File: src/rtl/cache_pkg.sv
// cache_pkg: shared state encoding and line-offset helper for the refill sequencer
package cache_pkg;
  typedef enum logic [1:0] {IDLE = 2'd0, WRITEBACK = 2'd1, REFILL = 2'd2, DONE = 2'd3} state_t;
  function automatic int off_w(int words);
    return $clog2(words);
  endfunction
endpackage

File: src/rtl/cache_refill_ctrl.sv
// cache_refill_ctrl: optional victim write-back then word-by-word line refill with ack timeout
module cache_refill_ctrl
  import cache_pkg::*;
#(
  parameter int WORDS_PER_LINE = 4,
  parameter int ADDR_W = 8,
  parameter int DATA_W = 8,
  parameter int TIMEOUT = 16
) (
  input  logic              clk,
  input  logic              rst,
  input  logic              miss,
  input  logic [ADDR_W-1:0] miss_addr,
  input  logic              dirty,
  input  logic [ADDR_W-1:0] victim_addr,
  output logic [ADDR_W-1:0] cache_raddr,
  input  logic [DATA_W-1:0] cache_rdata,
  output logic              cache_we,
  output logic [ADDR_W-1:0] cache_waddr,
  output logic [DATA_W-1:0] cache_wdata,
  output logic              mem_req,
  output logic              mem_we,
  output logic [ADDR_W-1:0] mem_addr,
  output logic [DATA_W-1:0] mem_wdata,
  input  logic [DATA_W-1:0] mem_rdata,
  input  logic              mem_ack,
  output logic              busy,
  output logic              done,
  output logic              err,
  output logic [1:0]        state
);
  localparam int OFF_W = off_w(WORDS_PER_LINE);
  localparam int TW = TIMEOUT > 1 ? $clog2(TIMEOUT) : 1;
  localparam logic [ADDR_W-1:0] OFF_MASK = ADDR_W'(WORDS_PER_LINE - 1);
  state_t st, nxt;
  logic [OFF_W-1:0] cnt;
  logic [TW-1:0] wcnt;
  logic [ADDR_W-1:0] line_base, vict_base, laddr, vaddr;
  logic active, ack, last, tmo;
  assign laddr = line_base | {{(ADDR_W-OFF_W){1'b0}}, cnt};
  assign vaddr = vict_base | {{(ADDR_W-OFF_W){1'b0}}, cnt};
  assign active = st == WRITEBACK || st == REFILL;
  assign ack = active && mem_ack;
  assign last = &cnt;
  assign tmo = TIMEOUT != 0 && active && !mem_ack && wcnt == TW'(TIMEOUT - 1);
  always_ff @(posedge clk or negedge rst) begin
    if (!rst) begin
      st <= IDLE;
      cnt <= '0;
      wcnt <= '0;
      line_base <= '0;
      vict_base <= '0;
    end else begin
      st <= nxt;
      cnt <= st != nxt ? '0 : cnt + OFF_W'(ack);
      wcnt <= (st != nxt || ack || !active) ? '0 : wcnt + TW'(1);
      if (st == IDLE && miss) begin
        line_base <= miss_addr & ~OFF_MASK;
        vict_base <= victim_addr & ~OFF_MASK;
      end
    end
  end
  always_comb begin
    nxt = st;
    mem_req = active;
    mem_we = st == WRITEBACK;
    mem_addr = st == WRITEBACK ? vaddr : st == REFILL ? laddr : '0;
    cache_raddr = st == WRITEBACK ? vaddr : '0;
    mem_wdata = st == WRITEBACK ? cache_rdata : '0;
    cache_we = ack && st == REFILL;
    cache_waddr = cache_we ? laddr : '0;
    cache_wdata = cache_we ? mem_rdata : '0;
    busy = st != IDLE;
    done = st == DONE;
    err = tmo;
    state = st;
    case (st)
      IDLE:      nxt = miss ? (dirty ? WRITEBACK : REFILL) : IDLE;
      WRITEBACK: nxt = tmo ? IDLE : (ack && last) ? REFILL : WRITEBACK;
      REFILL:    nxt = tmo ? IDLE : (ack && last) ? DONE : REFILL;
      default:   nxt = IDLE;
    endcase
  end
endmodule

File: config.mk
export PLATFORM = sky130hd
export DESIGN_NAME = cache_refill_ctrl
export DESIGN_NICKNAME = d
export VERILOG_FILES = /design/src/rtl/cache_pkg.sv /design/src/rtl/cache_refill_ctrl.sv
export SDC_FILE = /design/constraint.sdc
export NUM_CORES = 1
export LEC_CHECK = 0
export BUFFER_PORTS_ARGS = -buffer_cell sky130_fd_sc_hd__buf_2
export CAP_MARGIN = 25
export CORE_AREA = 2 2 60 62
export CTS_CLUSTER_DIAMETER = 80
export DETAILED_ROUTE_END_ITERATION = 12
export DIE_AREA = 0 0 62 64
export GPL_TIMING_DRIVEN = 0
export PLACE_DENSITY_LB_ADDON = 0.3
export SYNTH_ARGS = -nofsm -noshare
export SYNTH_HDL_FRONTEND = slang
export SYNTH_SLANG_ARGS = --single-unit
File: constraint.sdc
create_clock -name clk -period 2.3 [get_ports clk]
set_input_delay 0.115 -clock clk [delete_from_list [all_inputs] [get_ports clk]]
set_output_delay 0.115 -clock clk [all_outputs]
set_load 0.1 [all_outputs]
==> impl_results.md <==
* Hold Crit Class: in -> reg
* Overall Global Routing Usage at 18.0%
* Number of routed nets with antenna violations at 0
* Setup Viol. Count Final at 0
* Die ar. at 0.00397 mm^2
* CP max FO at 10
* Die width at 62 um
* Final Max Slew Viols at 0
* Synth Instances at 130
* Clk sinks at 20
* Core area at 0.00328 mm^2
* Commonest cells after routing, fill and taps aside: buf_2, dfrtp_1, and2_2
* # rows at 21
* PortBufs at 80
* Nets at 258
* Vias in the first global route at 1193
* Syn nets at 173
* CTS buffer count at 3
* Drt wl/cell at 13.9 um
* Final cycle utilization of the critical path at 95.9%
* H-tree Lvls at 1
* Most common cell after layout, fill and taps aside: buf_2
* Clock Skew at 0.00142 ns
* Setup bufs post-CTS at 0
* Average cell area after synthesis at 10.4 um^2
* Tmin final at 2.21 ns
* Share of layout cells above drive strength 1 at 68.7%
* Final hold vios at 0
* Diodes inserted at 0
* EDFF count, synth at 0
* Worst rel slew slack at 67.0%
* #FFs+latches synth at 20
* HPWL after detailed placement at 2700 um
* Worst endpoint required time at 2.18 ns
* Initial antenna violation count at 0
* PnR worst setup slack at 0.0949 ns
* Register Area at 508 um^2
* Final WL at 3610 um
* YS warnings at 0
* DR pass1 iterations at 4
* Status: finished, final reports clean
* Root Driver: clkbuf_4
* Later-pin clock latency in the skew report at 0.30 ns
* Worst-path clk slew at 0.12 ns
* F_max at 454 MHz
* Largest net degree at the start of global routing at 21
* Slew @ Worst Pin at 0.498 ns
* Yosys cell types at 36
* Startpoint types: flip-flop
* Syn Std Cell Area at 0.00135 mm^2
* Maximum clock path buffer count at 2
* Initial core utilization at 41.1%
* RSZ-0062 raised after global routing: no
* Fillers at 276
* WHS at 0.0337 ns
* Multi-input logic area at 923 um^2
* DR DRC count at 0
* IO Count at 85
* DR iter-0 viols at 32
* Async set or reset register ratio after synthesis at 100%
* Vias per cell at 5.01
* Placer congestion estimate at 0.835
* Synth Flop Type: dfrtp_1
* Synth top area cells: dfrtp_1, mux2_2, and2_1
* Seq/Total Area, Yosys at 37.1%
* Util after Layout at 63.8%
* Crit. End Element: output port
* First-pass GRT wire length at 5370 um
* Area Growth Syn to Fin at 55.1%
* Area share of the largest cell type after synthesis at 37.1%
* Grt ovf at 0
* Worst setup slack after placement at -0.0508 ns
* Max Cap Violations at 0
* Worst Path Arrival at 2.09 ns
* Die H at 64 um
* Via count at 1303
* Post-synth top area cell: dfrtp_1
* WS Path Type: reg -> out
* TritonCTS clock tree: yes
cells by family after synthesis:
kind of cell             share of synthesized area [%]
AO/OA/AOI/OAI                                     12.8
XOR/XNOR                                          1.95
adder cells (fa/ha/maj)                           5.56
buffers and inverters                             3.98
flip-flops                                        37.1
multiplexers                                      10.0
AND/OR/NAND/NOR                                   28.6
registers in the layout (all words and copies together) (netlist names):
name and cells:
line_base 6, wcnt 4, cnt 2, vict_base 6
state 2
path summary, 6_finish.rpt:
| check | slack (ns) | depth (start not counted) | to | from |
|---|---|---|---|---|
| worst max-delay path | 0.09 | 6 | cache_wdata[4] | state[0] |
| worst min-delay path | 0.03 | 2 | vict_base[6] | victim_addr[6] |
| worst max register to register | 0.33 | 6 | cnt[1] | state[0] |
| worst min register to register | 0.49 | 1 | wcnt[0] | wcnt[0] |
| max in group asynchronous | 1.67 | 2 | state[1] | rst |
| min in group asynchronous | 0.29 | 2 | line_base[2] | rst |
per-layer routing:
layer / global-route usage (%) / share of wire, % / vias up
met4: 3.19 / 0.72 / 0
met3: 2.63 / 6.9 / 4
met2: 32.4 / 49 / 53
li1: - / - / 634
met5: 0 / 0 / -
met1: 22.1 / 43 / 612
final cells by class:
| class | instances | area share, % |
|---|---|---|
| Tap cell | 46 | 2.75 |
| Clock inverter | 1 | 1.43 |
| Timing Repair Buffer | 81 | 23.9 |
| Clock buffer | 3 | 1.08 |
| Buffer | 7 | 1.79 |
| Inverter | 4 | 0.717 |
| Multi-Input combinational cell | 98 | 44.1 |
| Sequential cell | 20 | 24.3 |
what timing repair did:
item	in CTS	in global routing
hold buffers	1	0
gates resized for setup	29	10
setup endpoints to repair	33	21
endpoints found under the hold margin	20	0
synth_stat cells, types with 3 or more instances:
cell	instances
dfrtp_1	20
nand3_1	3
and3_1	16
mux2_2	12
a21o_1	6
nand2_1	3
inv_1	4
ha_1	6
and2_1	19
clkbuf_1	5
nor4_1	4
per-stage QoR:
stage               std cells  area [um^2]  TNS [ns]
floorplan                 130         1480    -0.230
global placement          256         1930    -0.266
detailed placement        256         1930    -0.304
CTS                       260         2070         0
global route              260         2090         0
finish                    260         2090         0
critical path, cell delays in order, from the launching register on:
cell	delay, ns
dfrtp_4	0.54
inv_1	0.16
ha_2	0.24
buf_2	0.20
buf_2	0.21
and3_2	0.21
buf_6	0.22
Power is left out: the tool's default activity adds up to more than one toggle a clock period on the data nets, which glitch-free logic cannot reach.
